$ cat config.mk
export PLATFORM = sky130hd
export DESIGN_NAME = multi_alarm_bank
export DESIGN_NICKNAME = d
export VERILOG_FILES = /design/src/rtl/multi_alarm_bank_pkg.sv /design/src/rtl/multi_alarm_bank_slot.sv /design/src/rtl/multi_alarm_bank.sv
export SDC_FILE = /design/constraint.sdc
export NUM_CORES = 1
export LEC_CHECK = 0
export CORE_ASPECT_RATIO = 1.75
export CORE_MARGIN = 3
export CORE_UTILIZATION = 50
export DETAILED_ROUTE_END_ITERATION = 6
export HOLD_SLACK_MARGIN = 0.03
export PLACE_DENSITY = 0.72
export SYNTH_ARGS = -nofsm -noshare
export SYNTH_HDL_FRONTEND = slang
export SYNTH_HIERARCHICAL = 1
export SYNTH_SLANG_ARGS = --single-unit
$ cat constraint.sdc
create_clock -name clk -period 2.3 [get_ports clk]
set_clock_uncertainty 0.15 [all_clocks]
set_input_delay 0.23 -clock clk [delete_from_list [all_inputs] [get_ports clk]]
set_output_delay 0.23 -clock clk [all_outputs]
set_load 0.05 [all_outputs]
$ cat src/rtl/multi_alarm_bank_pkg.sv
// ----------------------------------------------------------------------------
// clock_pkg
// Shared types and constants for the multi-slot alarm bank.
//   slot_state_t : per-slot alarm state (OFF, ARMED, RINGING, SNOOZED)
//   HR24_MAX     : largest legal 24h hour
//   MIN_MAX      : largest legal minute
//   SECS_PER_MIN : seconds in a minute, used to size the snooze countdown
// ----------------------------------------------------------------------------
package clock_pkg;

    typedef enum logic [1:0] {
        ST_OFF     = 2'd0,
        ST_ARMED   = 2'd1,
        ST_RINGING = 2'd2,
        ST_SNOOZED = 2'd3
    } slot_state_t;

    localparam int HR24_MAX     = 23;
    localparam int MIN_MAX      = 59;
    localparam int SECS_PER_MIN = 60;

endpackage

$ cat src/rtl/multi_alarm_bank_slot.sv
// ----------------------------------------------------------------------------
// alarm_slot
// One alarm slot: stored 24h time, slot FSM, ring/snooze counters.
//   clk, reset_n   : clock, asynchronous active-low reset
//   i_sec_tick     : 1 Hz strobe (drives ring and snooze counters)
//   i_match_tick   : sec_tick at second 0 with a legal normalised time
//   i_curr24       : current hour, 24h
//   i_curr_min     : current minute
//   i_wr           : validated write addressed to this slot
//   i_wr_hr/min    : time to store on write
//   i_wr_enable    : 1 = ARMED after write, 0 = OFF
//   i_snooze       : snooze button pulse
//   i_dismiss      : dismiss button pulse
//   o_state        : current FSM state (also the debug view of the slot)
//
// Valid/ready note: this block has no back-pressure. Every input is a
// single-cycle qualifier sampled on the clock edge where it is high; there
// is no ready, and an event is never held over to a later cycle.
// ----------------------------------------------------------------------------
module alarm_slot
    import clock_pkg::*;
#(
    parameter int SNOOZE_MIN = 9,
    parameter int RING_SECS  = 60,
    parameter int MAX_SNOOZE = 3
) (
    input  logic        clk,
    input  logic        reset_n,
    input  logic        i_sec_tick,
    input  logic        i_match_tick,
    input  logic [4:0]  i_curr24,
    input  logic [5:0]  i_curr_min,
    input  logic        i_wr,
    input  logic [4:0]  i_wr_hr,
    input  logic [5:0]  i_wr_min,
    input  logic        i_wr_enable,
    input  logic        i_snooze,
    input  logic        i_dismiss,
    output slot_state_t o_state
);

    localparam int SNZ_W = $clog2(SNOOZE_MIN * SECS_PER_MIN + 1);
    localparam int SC_W  = $clog2(MAX_SNOOZE + 1);

    localparam logic [SNZ_W-1:0] SNZ_LOAD = SNZ_W'(SNOOZE_MIN * SECS_PER_MIN);
    localparam logic [SNZ_W-1:0] SNZ_ONE  = SNZ_W'(1);
    localparam logic [SC_W-1:0]  SC_MAX   = SC_W'(MAX_SNOOZE);
    localparam logic [SC_W-1:0]  SC_ONE   = SC_W'(1);
    localparam logic [7:0]       RING_LIM = 8'(RING_SECS);

    slot_state_t      r_state,     w_state_nxt;
    logic [4:0]       r_hr,        w_hr_nxt;
    logic [5:0]       r_min,       w_min_nxt;
    logic [7:0]       r_ring_cnt,  w_ring_nxt;
    logic [SNZ_W-1:0] r_snz_cnt,   w_snz_nxt;
    logic [SC_W-1:0]  r_snz_count, w_count_nxt;

    logic             w_match;
    logic [7:0]       w_ring_inc;

    assign w_match    = i_match_tick && (i_curr24 == r_hr) && (i_curr_min == r_min);
    assign w_ring_inc = r_ring_cnt + 8'd1;

    always_ff @(posedge clk or negedge reset_n) begin
        if (!reset_n) begin
            r_state     <= ST_OFF;
            r_hr        <= '0;
            r_min       <= '0;
            r_ring_cnt  <= '0;
            r_snz_cnt   <= '0;
            r_snz_count <= '0;
        end else begin
            r_state     <= w_state_nxt;
            r_hr        <= w_hr_nxt;
            r_min       <= w_min_nxt;
            r_ring_cnt  <= w_ring_nxt;
            r_snz_cnt   <= w_snz_nxt;
            r_snz_count <= w_count_nxt;
        end
    end

    // Priority: write > dismiss > snooze > auto-silence / snooze expiry > match.
    always_comb begin
        w_state_nxt = r_state;
        w_hr_nxt    = r_hr;
        w_min_nxt   = r_min;
        w_ring_nxt  = r_ring_cnt;
        w_snz_nxt   = r_snz_cnt;
        w_count_nxt = r_snz_count;

        if (i_wr) begin
            w_state_nxt = i_wr_enable ? ST_ARMED : ST_OFF;
            w_hr_nxt    = i_wr_hr;
            w_min_nxt   = i_wr_min;
            w_ring_nxt  = '0;
            w_snz_nxt   = '0;
            w_count_nxt = '0;
        end else begin
            case (r_state)
                ST_OFF: begin
                    w_state_nxt = ST_OFF;
                end
                ST_ARMED: begin
                    if (w_match) begin
                        w_state_nxt = ST_RINGING;
                        w_ring_nxt  = '0;
                        w_count_nxt = '0;
                    end
                end
                ST_RINGING: begin
                    if (i_dismiss) begin
                        w_state_nxt = ST_ARMED;
                    end else if (i_snooze) begin
                        // Once the snooze allowance is used up, snooze behaves as dismiss.
                        if (r_snz_count < SC_MAX) begin
                            w_state_nxt = ST_SNOOZED;
                            w_count_nxt = r_snz_count + SC_ONE;
                            w_snz_nxt   = SNZ_LOAD;
                        end else begin
                            w_state_nxt = ST_ARMED;
                        end
                    end else if (i_sec_tick) begin
                        w_ring_nxt = w_ring_inc;
                        if (w_ring_inc == RING_LIM) begin
                            w_state_nxt = ST_ARMED;
                        end
                    end
                end
                ST_SNOOZED: begin
                    if (i_dismiss) begin
                        w_state_nxt = ST_ARMED;
                    end else if (i_sec_tick) begin
                        w_snz_nxt = r_snz_cnt - SNZ_ONE;
                        // Counter hits zero on this tick: resume ringing.
                        if (r_snz_cnt == SNZ_ONE) begin
                            w_state_nxt = ST_RINGING;
                            w_ring_nxt  = '0;
                        end
                    end
                end
                default: begin
                    w_state_nxt = ST_OFF;
                end
            endcase
        end
    end

    assign o_state = r_state;

endmodule

$ cat src/rtl/multi_alarm_bank.sv
// ----------------------------------------------------------------------------
// multi_alarm_bank
// N independent alarm slots beside the timekeeper.
//   clk, reset_n      : clock, asynchronous active-low reset
//   sec_tick          : 1 Hz strobe aligned with the timekeeper update
//   AM_mode           : 1 = curr_hr is 12h with curr_pm, 0 = 24h
//   curr_hr/min/sec   : current time
//   curr_pm           : PM flag (12h mode only)
//   wr_en/idx/hr/min  : slot programming port (24h time)
//   wr_enable         : arm (1) or disable (0) the written slot
//   snooze_btn        : snoozes every RINGING slot
//   dismiss_btn       : dismisses every RINGING or SNOOZED slot
//   wr_err            : one-cycle pulse, cycle after a rejected write
//   armed/ringing/snoozed : per-slot state decodes
//   alarm_buzzer      : OR of ringing
// ----------------------------------------------------------------------------
module multi_alarm_bank
    import clock_pkg::*;
#(
    parameter int  N_ALARMS   = 4,
    parameter int  SNOOZE_MIN = 9,
    parameter int  RING_SECS  = 60,
    parameter int  MAX_SNOOZE = 3,
    localparam int IDX_W      = (N_ALARMS > 1) ? $clog2(N_ALARMS) : 1
) (
    input  logic                clk,
    input  logic                reset_n,
    input  logic                sec_tick,
    input  logic                AM_mode,
    input  logic [5:0]          curr_hr,
    input  logic [5:0]          curr_min,
    input  logic [5:0]          curr_sec,
    input  logic                curr_pm,
    input  logic                wr_en,
    input  logic [IDX_W-1:0]    wr_idx,
    input  logic [4:0]          wr_hr,
    input  logic [5:0]          wr_min,
    input  logic                wr_enable,
    input  logic                snooze_btn,
    input  logic                dismiss_btn,
    output logic                wr_err,
    output logic [N_ALARMS-1:0] armed,
    output logic [N_ALARMS-1:0] ringing,
    output logic [N_ALARMS-1:0] snoozed,
    output logic                alarm_buzzer
);

    logic [4:0]  w_curr24;
    logic        w_time_ok;
    logic        w_match_tick;
    logic        w_wr_ok;
    logic        r_wr_err;
    slot_state_t w_state [N_ALARMS];

    // Normalise the current hour to 24h; an illegal hour never matches.
    always_comb begin
        w_curr24  = 5'd0;
        w_time_ok = 1'b0;
        if (!AM_mode) begin
            w_time_ok = (curr_hr <= 6'(HR24_MAX));
            w_curr24  = curr_hr[4:0];
        end else begin
            w_time_ok = (curr_hr != 6'd0) && (curr_hr <= 6'd12);
            if (curr_hr == 6'd12) begin
                w_curr24 = curr_pm ? 5'd12 : 5'd0;
            end else if (curr_pm) begin
                w_curr24 = curr_hr[4:0] + 5'd12;
            end else begin
                w_curr24 = curr_hr[4:0];
            end
        end
    end

    assign w_match_tick = sec_tick && (curr_sec == 6'd0) && w_time_ok;

    assign w_wr_ok = wr_en
                  && (wr_hr <= 5'(HR24_MAX))
                  && (wr_min <= 6'(MIN_MAX))
                  && ({{(32-IDX_W){1'b0}}, wr_idx} < 32'(N_ALARMS));

    always_ff @(posedge clk or negedge reset_n) begin
        if (!reset_n) begin
            r_wr_err <= 1'b0;
        end else begin
            r_wr_err <= wr_en && !w_wr_ok;
        end
    end

    assign wr_err = r_wr_err;

    for (genvar g = 0; g < N_ALARMS; g++) begin : g_slot
        alarm_slot #(
            .SNOOZE_MIN (SNOOZE_MIN),
            .RING_SECS  (RING_SECS),
            .MAX_SNOOZE (MAX_SNOOZE)
        ) u_slot (
            .clk          (clk),
            .reset_n      (reset_n),
            .i_sec_tick   (sec_tick),
            .i_match_tick (w_match_tick),
            .i_curr24     (w_curr24),
            .i_curr_min   (curr_min),
            .i_wr         (w_wr_ok && (wr_idx == IDX_W'(g))),
            .i_wr_hr      (wr_hr),
            .i_wr_min     (wr_min),
            .i_wr_enable  (wr_enable),
            .i_snooze     (snooze_btn),
            .i_dismiss    (dismiss_btn),
            .o_state      (w_state[g])
        );

        assign armed[g]   = (w_state[g] == ST_ARMED);
        assign ringing[g] = (w_state[g] == ST_RINGING);
        assign snoozed[g] = (w_state[g] == ST_SNOOZED);
    end

    assign alarm_buzzer = |ringing;

endmodule
# Word level (Yosys, flattened, before mapping)
# Cells that the tools add are included.
[op_classes]
add_sub_neg = 13
magnitude_cmp = 8
eq_ne = 84
mux = 138
n_reduce_logical = 55
[ops]
columns = ["operator", "n"]
rows = [
  ["$mux 8", 32],
  ["$mux 10", 24],
  ["$mux 2", 60],
  ["$pmux 8 s3", 4],
  ["$pmux 10 s2", 4],
  ["$ne 3x2->1 const B", 24],
  ["$eq 10x1->1 const B", 4],
  ["$reduce_and 5->1", 8],
  ["$sub 10x1->10 const B", 4],
  ["$ne 3x1->1 const B", 12],
  ["$add 8x1->8 const B", 4],
  ["$eq 8x6->1 const B", 4],
  ["$pmux 2 s4", 4],
  ["$reduce_and 8->1", 4],
  ["$eq 6x6->1", 4],
  ["$reduce_and 6->1", 4],
  ["$reduce_bool 3->1", 8],
  ["$eq 2x2->1 const B", 10],
  ["$eq 5x5->1", 4],
  ["$ne 5x3->1 const B", 4],
  ["$ne 5x4->1 const B", 4],
  ["$logic_and 1x1->1", 18],
  ["$ne 4x2->1 const B", 4],
  ["$ne 4x3->1 const B", 4],
  ["other kinds (19)", 42],
]
[word_totals]
register_bits = 133
input_bits = 40
out_inout_bits = 14

# Depth between registers and ports, before layout
# Gate-level depths: netlist of run 1.
[depth]
word_depth = 10
depth_mapped = 11
ltp_nobuf = 10

# By module
# Netlist of run 1, hierarchy kept.
[modules_own_cells]
columns = ["mod", "n_inst", "cells_each", "area_per_inst_um2"]
rows = [
  ["alarm_slot", 4, 209, 1998.2],
  ["multi_alarm_bank", 1, 52, 380.4],
]

# Worst setup path before layout of run 1
# OpenSTA, ideal clock, no wires.
[synth_path]
kind = "input-to-reg"
startpoint = "input port curr_hr[2]"
endpoint = "register g_slot[0].u_slot.r_ring_cnt[2]"
setup_time_ns = 0.122
arrival_ns = 2.748
required_time_ns = 2.028
slack_ns = -0.720
stages = 9
path_cell_list = "ha_1 -> nor3b_1 -> and2_1 -> o311ai_1 -> xnor2_1 -> nand4_1 -> o31ai_1 -> o211ai_1 -> a32o_1"
[synth_between]
elab_chain_len = 9
[synth_lines]
columns = ["element", "line_no", "text"]
rows = [
  ["from (decl)", "multi_alarm_bank.sv:30", "input logic [5:0] curr_hr,"],
  ["$add 5x4->5", "multi_alarm_bank.sv:67", "w_curr24 = curr_hr[4:0] + 5'd12;"],
  ["$mux 5", "multi_alarm_bank.sv:66", "end else if (curr_pm) begin"],
  ["$mux 5 (*)", "multi_alarm_bank.sv:64", "if (curr_hr == 6'd12) begin"],
  ["$mux 5 (*)", "multi_alarm_bank.sv:59", "if (!AM_mode) begin"],
  ["via w_curr24[3]", "multi_alarm_bank.sv:48", "logic [4:0] w_curr24;"],
  ["$eq 5x5->1 (*)", "multi_alarm_bank_slot.sv:61", "assign w_match = i_match_tick && (i_curr24 == r_hr) && (i_curr_min == r_min);"],
  ["$logic_and 1x1->1 (*) (2 in a row)", "multi_alarm_bank_slot.sv:61", ""],
  ["$ne 3x1->1 (no line) (*)", "--", ""],
  ["$reduce_and 8->1 (no line) (*)", "--", ""],
  ["to (signal assigned)", "multi_alarm_bank_slot.sv:76", "r_ring_cnt <= w_ring_nxt;"],
  ["to (decl)", "multi_alarm_bank_slot.sv:54", "logic [7:0] r_ring_cnt, w_ring_nxt;"],
]
# The timed path passes the listed nets; every way through them passes the cells marked *.
# A chain may end at the register's enable or synchronous reset.

# Worst setup path in the final report of run 1
[layout_path]
startpoint = "input port curr_hr[3]"
endpoint = "register g_slot[1].u_slot.r_snz_count[0]"
[layout_between]
elab_chain_len = 9
[layout_lines]
columns = ["element", "line_no", "text"]
rows = [
  ["$add 5x4->5", "multi_alarm_bank.sv:67", ""],
  ["$mux 5", "multi_alarm_bank.sv:66", ""],
  ["$mux 5", "multi_alarm_bank.sv:64", ""],
  ["$mux 5 (*)", "multi_alarm_bank.sv:59", ""],
  ["via w_curr24[3]", "multi_alarm_bank.sv:48", ""],
  ["$eq 5x5->1 (*)", "multi_alarm_bank_slot.sv:61", ""],
  ["$logic_and 1x1->1 (*) (2 in a row)", "multi_alarm_bank_slot.sv:61", ""],
  ["$ne 3x1->1 (no line) (*)", "--", ""],
  ["$reduce_and 5->1 (no line) (*)", "--", ""],
  ["to (signal assigned)", "multi_alarm_bank_slot.sv:78", "r_snz_count <= w_count_nxt;"],
  ["to (decl)", "multi_alarm_bank_slot.sv:56", "logic [SC_W-1:0] r_snz_count, w_count_nxt;"],
]
# Marks and branches as above.

==> key figures, run 1 <==
Clock tree
  • H-tree levels: 4
  • CTS tree: done
  • Reg clk slew, reported paths: 0.08 ns
  • Worst-skew pair later-pin latency: roughly 0.43 ns
  • Total CTS buffers: 17
  • # clock sinks: between 100 and 150
  • Root Driver: clkbuf_16
  • Maximum clock path buffer count: 2

Placement
  • RePlAce Congestion: roughly 0.89
  • Placed Area: 0.0105 mm^2
  • PortBufs: 53
  • Final HPWL DP: ~17 mm

Synth
  • Ys flop type: dfrtp_1
  • Yosys top cell area share: 39.7%
  • Syn avg cell area: roughly 9.4 um^2
  • Ys async rst share: 100%
  • Synth Net Count: 964
  • Post-synthesis cell area: ~0.0084 mm^2
  • Synth top area cells: dfrtp_1 (40%), mux2_2 (6.2%), ha_1 (5.4%)
  • Seq/Total Area, Yosys: roughly 40%
  • Yosys warnings: 6
  • Synth top cells by count: dfrtp_1 (133), o21ai_0 (85), a21oi_1 (52)
  • Post-synth top area cell: dfrtp_1
  • Number of synthesized flops with an enable pin: 0
  • Synth unique cells: between 40 and 50
  • Most frequent cell after synthesis: dfrtp_1
  • Seq cells post-synth: 133
  • Mapped Cells: approximately 890

Floorplan
  • Initial Utilization: around half
  • Die width: 104 um
  • Core ar.: between 0.015 and 0.02 mm^2
  • Std cell rows: 62
  • Die Area: 0.0184 mm^2
  • I/O pins: 54
  • Die Ht: 177 um

STA
  • Setup slack after layout: -0.132 ns
  • # setup viols final: 16
  • Fmax: about 410 MHz
  • Period utilization: 106%
  • WHS: between 0.15 and 0.2 ns
  • Count of pins over their slew limit: 0
  • Worst-Margin Slew: 0.580 ns
  • Post-route minimum period: approximately 2.4 ns
  • Slew Limit Headroom: between 60% and 70%
  • Final hold vios: 0
  • Unrepaired setup endpoints after global routing: true

Critical path
  • CP Capture Type: register
  • Startpoint Class: input port
  • R2R setup slack: roughly 0.04 ns
  • CP Launch Point: curr_hr[3]
  • Crit path kind: in2reg
  • Req. time, crit path: 2.50 ns
  • Worst-path fanout max: 6
  • Crit path DAT: between 2 and 3 ns
  • R2r startpoint: g_slot[3].u_slot/r_ring_cnt[0]$_DFFE_PN0P_

Routing
  • DR WL/cell: 17.7 um
  • Vias/cell: slightly below 6
  • Post-route ant nets: 0
  • DRC viols: 0
  • DRT iter0 DRCs: ~440
  • TritonRoute pass-1 iters: 5
  • WL final: about 24 mm
  • Vias: 7954

GRT
  • Grt met3 use: between 4 and 5%
  • GRT busiest layer: met2
  • Number of global-route vias before repair: roughly 8200
  • M1 GR Usage: between 20% and 30%
  • Grt ovf: 0
  • M2 GR Usage: between 40 and 50%
  • First-pass GRT wire length: just under 40 mm
  • Tot GR Track Use: 26.1%
  • Largest net degree at the start of global routing: 58
  • Antenna violations before repair: 0

Power and ir drop
  • Static leakage: ~4.8 nW
  • Pwr/cell area: between 1000 and 1500 mW/mm^2
  • Worst IR Drop VDD: just over 700 uV

Final layout
  • Design area: ~0.011 mm^2
  • Synthesis-to-layout area growth: 37.2%
  • # fillers: about 1200
  • Antenna cells: 0
  • Share of post-route cells with drive strength above 1: a little under a third
  • Layout Nets: between 1000 and 1500

Hold path
  • Hold crit path type: in2async

Job
  • Total of max-cap violations: 0

Outcome
  • Status: finished, violations left
  • Failing checks: setup timing
[cells in the final DEF (no fill, tap or decap), types with 5 or more instances in the layout]
master,netlist,routed
a21boi_0,5,5
nand2b_1,12,12
or4_1,21,18
o41ai_1,8,7
nor2_1,50,48
nor4_1,13,10
o21ai_0,85,84
inv_2,0,5
clkinv_8,0,5
nor2b_1,8,8
mux2_2,46,45
nor3_1,29,25
a21oi_1,52,46
a21oi_2,0,6
inv_8,0,6
clkbuf_16,0,17
nand2_1,47,47
nor3b_1,11,8
o2111ai_1,8,6
o211ai_1,12,12
nand3b_1,5,5
nand3_1,51,49
ha_1,36,29
o21a_1,9,9
dfrtp_1,133,133
o31ai_1,16,12
xnor2_1,48,45
buf_4,0,176
buf_6,0,5
nand4_1,22,22
inv_1,34,29
or3_1,9,8
clkdlybuf4s50_1,0,25
a32o_1,20,20
ha_2,0,5
buf_12,0,6
dlygate4sd2_1,0,17
[critical path, cell delays in order]
cell and delay, ns:
buf_8 0.10, ha_4 0.15, nor3b_4 0.15, and2_4 0.16, o311ai_4 0.34, xnor2_1 0.17
nand4_1 0.18, o31a_1 0.42, or4_1 0.56, a21oi_1 0.16
[power by group]
| part | switching [mW] | internal, mW |
|---|---|---|
| logic | 3.28 | 2.90 |
| clock network | 1.27 | 1.47 |
| registers | 0.499 | 2.86 |
| total | 5.05 | 7.23 |
[sequential cells by signal (all words and copies together) (netlist names)]
name and count:
g_slot.u_slot/o_state 8, g_slot.u_slot/r_min 24, g_slot.u_slot/r_hr 20, g_slot.u_slot/r_snz_cnt 40
wr_err 1, g_slot.u_slot/r_ring_cnt 32, g_slot.u_slot/r_snz_count 8
[cell families (layout without fill, tap and decap cells)]
| family | Yosys count | after routing | share of synthesized area, % |
|---|---|---|---|
| AOI/OAI and AO/OA | 248 | 248 | 20.5 |
| xor gates and xnor gates | 52 | 52 | 5.44 |
| adders and majority gates | 36 | 36 | 5.38 |
| buffers and inverters | 72 | 303 | 3.29 |
| DFF | 133 | 133 | 39.7 |
| muxes | 46 | 46 | 6.19 |
| and+or+nand+nor | 301 | 301 | 19.5 |
[worst paths after layout]
path	to	depth (start not counted)
worst max-delay path	g_slot[1].u_slot/r_snz_count[0]$_DFFE_PN0P_	10
worst min-delay path	g_slot[2].u_slot/r_snz_cnt[1]$_DFFE_PN0P_	2
worst max register to register	g_slot[3].u_slot/o_state[0]$_DFFE_PN0P_	6
worst min register to register	g_slot[1].u_slot/r_snz_cnt[5]$_DFFE_PN0P_	1
max in group asynchronous	g_slot[3].u_slot/r_min[3]$_DFFE_PN0P_	3
min in group clk	wr_err$_DFF_PN0_	2
[cell type report]
| cell class | count | area, um^2 | area share [%] |
|---|---|---|---|
| Inverter | 34 | 128 | 1.11 |
| Sequential cell | 133 | 3330 | 29.0 |
| Timing Repair Buffer | 237 | 1980 | 17.2 |
| Clock inverter | 15 | 183 | 1.59 |
| Tap cell | 224 | 280 | 2.44 |
| Multi-Input combinational cell | 683 | 5160 | 45.0 |
| Clock buffer | 17 | 425 | 3.70 |
[metrics by stage]
stage               utilization [%]  power (mW)  setup WS [ns]  std cells  setup TNS (ns)
floorplan                         -        6.68         -0.295        888           -8.37
global placement               63.7        8.98         -0.983       1300          -49.33
detailed placement             63.7        9.11          -1.05       1300          -53.34
CTS                            68.3        11.9        -0.0405       1338         -0.0405
global route                   69.8        13.1         -0.174       1343           -2.50
finish                         69.8        12.3         -0.132       1343          -0.704
[what timing repair did]
item | CTS | global route
endpoints found under the hold margin | 53 | 0
hold buffers | 1 | 0
gates cloned | 0 | 0
pin swaps | 36 | 36
setup endpoints to repair | 57 | 65
gates resized for setup | 61 | 50
setup buffers | 6 | 5
[metal layers]
metal / routed length, um / up-vias
met5: 0 / -
met4: 781 / 0
met3: 940 / 57
met2: 13000 / 210
met1: 9010 / 3906
li1: - / 3781
No activity file was read; power rests on OpenSTA's default activity.
==> run 2, diff against run 1 <==
--- a/config.mk
+++ b/config.mk
@@ -11,6 +11,7 @@
 export DETAILED_ROUTE_END_ITERATION = 6
 export HOLD_SLACK_MARGIN = 0.03
 export PLACE_DENSITY = 0.72
+export REMOVE_ABC_BUFFERS = 1
 export SYNTH_ARGS = -nofsm -noshare
 export SYNTH_HDL_FRONTEND = slang
 export SYNTH_HIERARCHICAL = 1
==> run 2 against run 1 <==
  * The flow still finishes with violations (setup timing)
  * Final cell count increased by 0.30%
  * Worst hold slack got worse by 0.014 ns
  * Die area stayed put
  * Sequential share of layout area decreased by 0.60 points
  * Flip-flop and latch count unchanged
  * Wire length is 8.9% higher
  * Highest routed layer unchanged
==> key figures, run 2 (synthesized netlist as in run 1, its figures left out) <==
Outcome
  • Status: finished, violations left
  • Failing checks: setup timing

Routing
  • DR WL/cell: 19.2 um (+8.6%)
  • WL final: 25.8 mm (+8.9%)
  • TritonRoute pass-1 iters: 5 (unchanged)
  • Post-route ant nets: 0 (unchanged)
  • Vias: 8165 (+2.7%)
  • DRT iter0 DRCs: 493 (+12%)
  • Vias/cell: 6.06 (+2.3%)
  • DRC viols: 0 (unchanged)

STA
  • Fmax: 392 MHz (-4.7%)
  • Setup slack after layout: -0.251 ns (-0.120 ns)
  • Final hold vios: 0 (unchanged)
  • Count of pins over their slew limit: 0 (unchanged)
  • Unrepaired setup endpoints after global routing: true
  • # setup viols final: 46 (+30)
  • Worst-Margin Slew: 0.538 ns (-0.0420 ns)
  • WHS: 0.170 ns (-0.0139 ns)
  • Period utilization: 111% (+5.2 points)
  • Slew Limit Headroom: 64.1% (+2.8 points)
  • Post-route minimum period: 2.55 ns (+0.120 ns)

Final layout
  • Biggest regs: g_slot.u_slot/r_snz_cnt x40, g_slot.u_slot/r_ring_cnt x32, g_slot.u_slot/r_min x24
  • Max FFs per register: 40 (unchanged)
  • Share of post-route cells with drive strength above 1: 32.1% (+1.1 points)
  • Synthesis-to-layout area growth: 40.1%
  • Commonest non-fill, non-tap cell in the layout: buf_4
  • Layout Nets: 1186 (+0.34%)
  • Most frequent cells in the layout: buf_4 (162), dfrtp_1 (132), o21ai_0 (77), nor2_1 (48), nand2_1 (47)
  • Most flops, register: g_slot.u_slot/r_snz_cnt
  • Antenna cells: 0 (unchanged)
  • # fillers: 1195 (-3.4%)

Hold path
  • Hold crit path type: in2async

Placement
  • PortBufs: 53 (unchanged)
  • RePlAce Congestion: 0.920 (+3.2%)
  • Final HPWL DP: 17.2 mm (+2.4%)

Power and ir drop
  • Post-layout power: 12.8 mW (+4.6%)
  • P_sw: 5.10 mW (+1.1%)
  • Comb pwr share: 49.7% (-0.6 points)
  • Clock network fraction of total power: 24.0% (+1.6 points)
  • Pwr/cell area: 1090 mW/mm^2 (+2.4%)
  • Worst IR Drop VDD: 534 uV (-26%)
  • Sw Share: 39.7% (-1.4 points)
  • Internal Dissipation: 7.74 mW (+7.1%)
  • Static leakage: 4.96 nW (+3.2%)
  • Seq pwr share: 26.3% (-1.1 points)

Floorplan
  • Die Area: 0.0184 mm^2 (unchanged)
  • Die Ht: 177 um (unchanged)
  • I/O pins: 54 (unchanged)
  • Initial Utilization: 50.9% (unchanged)
  • Die width: 104 um (unchanged)
  • Std cell rows: 62 (unchanged)
  • Core ar.: 0.0164 mm^2 (unchanged)

Clock tree
  • Total CTS buffers: 17 (unchanged)
  • CTS tree: done
  • H-tree levels: 4 (unchanged)
  • # clock sinks: 133 (unchanged)
  • Maximum clock path buffer count: 2 (unchanged)
  • Reg clk slew, reported paths: 0.06 ns (-0.02 ns)
  • Worst-skew pair later-pin latency: 0.43 ns (about the same)
  • Root Driver: clkbuf_16

Job
  • Total of max-cap violations: 0 (unchanged)

GRT
  • Antenna violations before repair: 0 (unchanged)
  • Number of global-route vias before repair: 8363 (+1.9%)
  • Largest net degree at the start of global routing: 52 (-10%)
  • Grt ovf: 0 (unchanged)
  • First-pass GRT wire length: 41.0 mm (+4.4%)
  • Tot GR Track Use: 27.5% (+1.4 points)

Critical path
  • Crit path kind: in2reg
  • CP Capture Type: register
  • R2R setup slack: -0.15 ns (-0.19 ns)
  • Req. time, crit path: 2.50 ns (about the same)
  • Crit path DAT: 2.75 ns (+0.12 ns)
  • Startpoint Class: input port
  • Worst-path fanout max: 5 (-1)
## run 2: worst max-delay path, stage by stage
cell and delay [ns]:
buf_6 0.07, buf_6 0.10, inv_6 0.04, ha_4 0.15
or3_4 0.41, o21ai_4 0.21, buf_12 0.14, buf_6 0.09
xnor2_2 0.10, nand4_1 0.18, o31a_1 0.35, or4_1 0.52
a21oi_2 0.14
## run 2: cell type report
class	instances	area [um^2]	area share [%]
repair buffers	241	2130	18.1
clock inverters	14	224	1.91
well taps	224	280	2.39
flip-flops and latches	133	3330	28.4
clock buffers	18	439	3.74
inverters	34	138	1.17
multi-input cells	683	5200	44.3
## run 2: final timing paths
| path | endpoint | startpoint | depth (start not counted) |
|---|---|---|---|
| setup / recovery | g_slot[2].u_slot/r_snz_count[0]$_DFFE_PN0P_ | curr_hr[3] | 13 |
| hold / removal | g_slot[2].u_slot/r_snz_cnt[0]$_DFFE_PN0P_ | reset_n | 2 |
| setup reg to reg | g_slot[0].u_slot/r_ring_cnt[0]$_DFFE_PN0P_ | g_slot[0].u_slot/r_snz_cnt[1]$_DFFE_PN0P_ | 8 |
| hold reg to reg | g_slot[1].u_slot/r_snz_cnt[5]$_DFFE_PN0P_ | g_slot[1].u_slot/r_snz_cnt[5]$_DFFE_PN0P_ | 1 |
| max in group asynchronous | g_slot[1].u_slot/o_state[1]$_DFFE_PN0P_ | reset_n | 3 |
| min in group clk | wr_err$_DFF_PN0_ | wr_en | 2 |
## run 2: power by group through the flow
stage                     logic, mW  registers (mW)  clock network, mW
after detailed placement       5.70            3.36                  0
after floorplan                3.18            3.33                  0
after CTS                      6.03            3.34               3.11
after global placement         5.56            3.34                  0
after global routing           6.93            3.45               3.22
final                          6.38            3.38               3.08
## run 2: layer usage
| layer | global-route usage (%) | up-vias | wire [um] |
|---|---|---|---|
| met5 | 0 | - | 0 |
| met4 | 14.9 | 0 | 1140 |
| met3 | 4.09 | 78 | 1030 |
| met2 | 51.8 | 270 | 14000 |
| met1 | 29.3 | 4024 | 9610 |
| li1 | - | 3793 | - |
## run 2: metrics by stage
step,worst slack [ns],setup TNS [ns],utilization [%],std cells,instance area (um^2)
final,-0.251,-5.22,71.3,1347,11700
after global routing,-0.358,-10.33,71.3,1347,11700
after CTS,-0.168,-2.09,69.6,1343,11400
after detailed placement,-1.37,-63.90,63.2,1294,10400
after global placement,-1.29,-59.43,63.2,1294,10400
after floorplan,-1.47,-92.40,-,850,8230
## run 2: repair_timing
item | 4_1_cts | 5_1_grt
cloned | 0 | 0
setup buffers | 16 | 4
hold endpoints to repair | 49 | 0
setup endpoints to repair | 54 | 67
resized for setup | 86 | 66
hold buffers | 1 | 0
pin swaps | 69 | 52
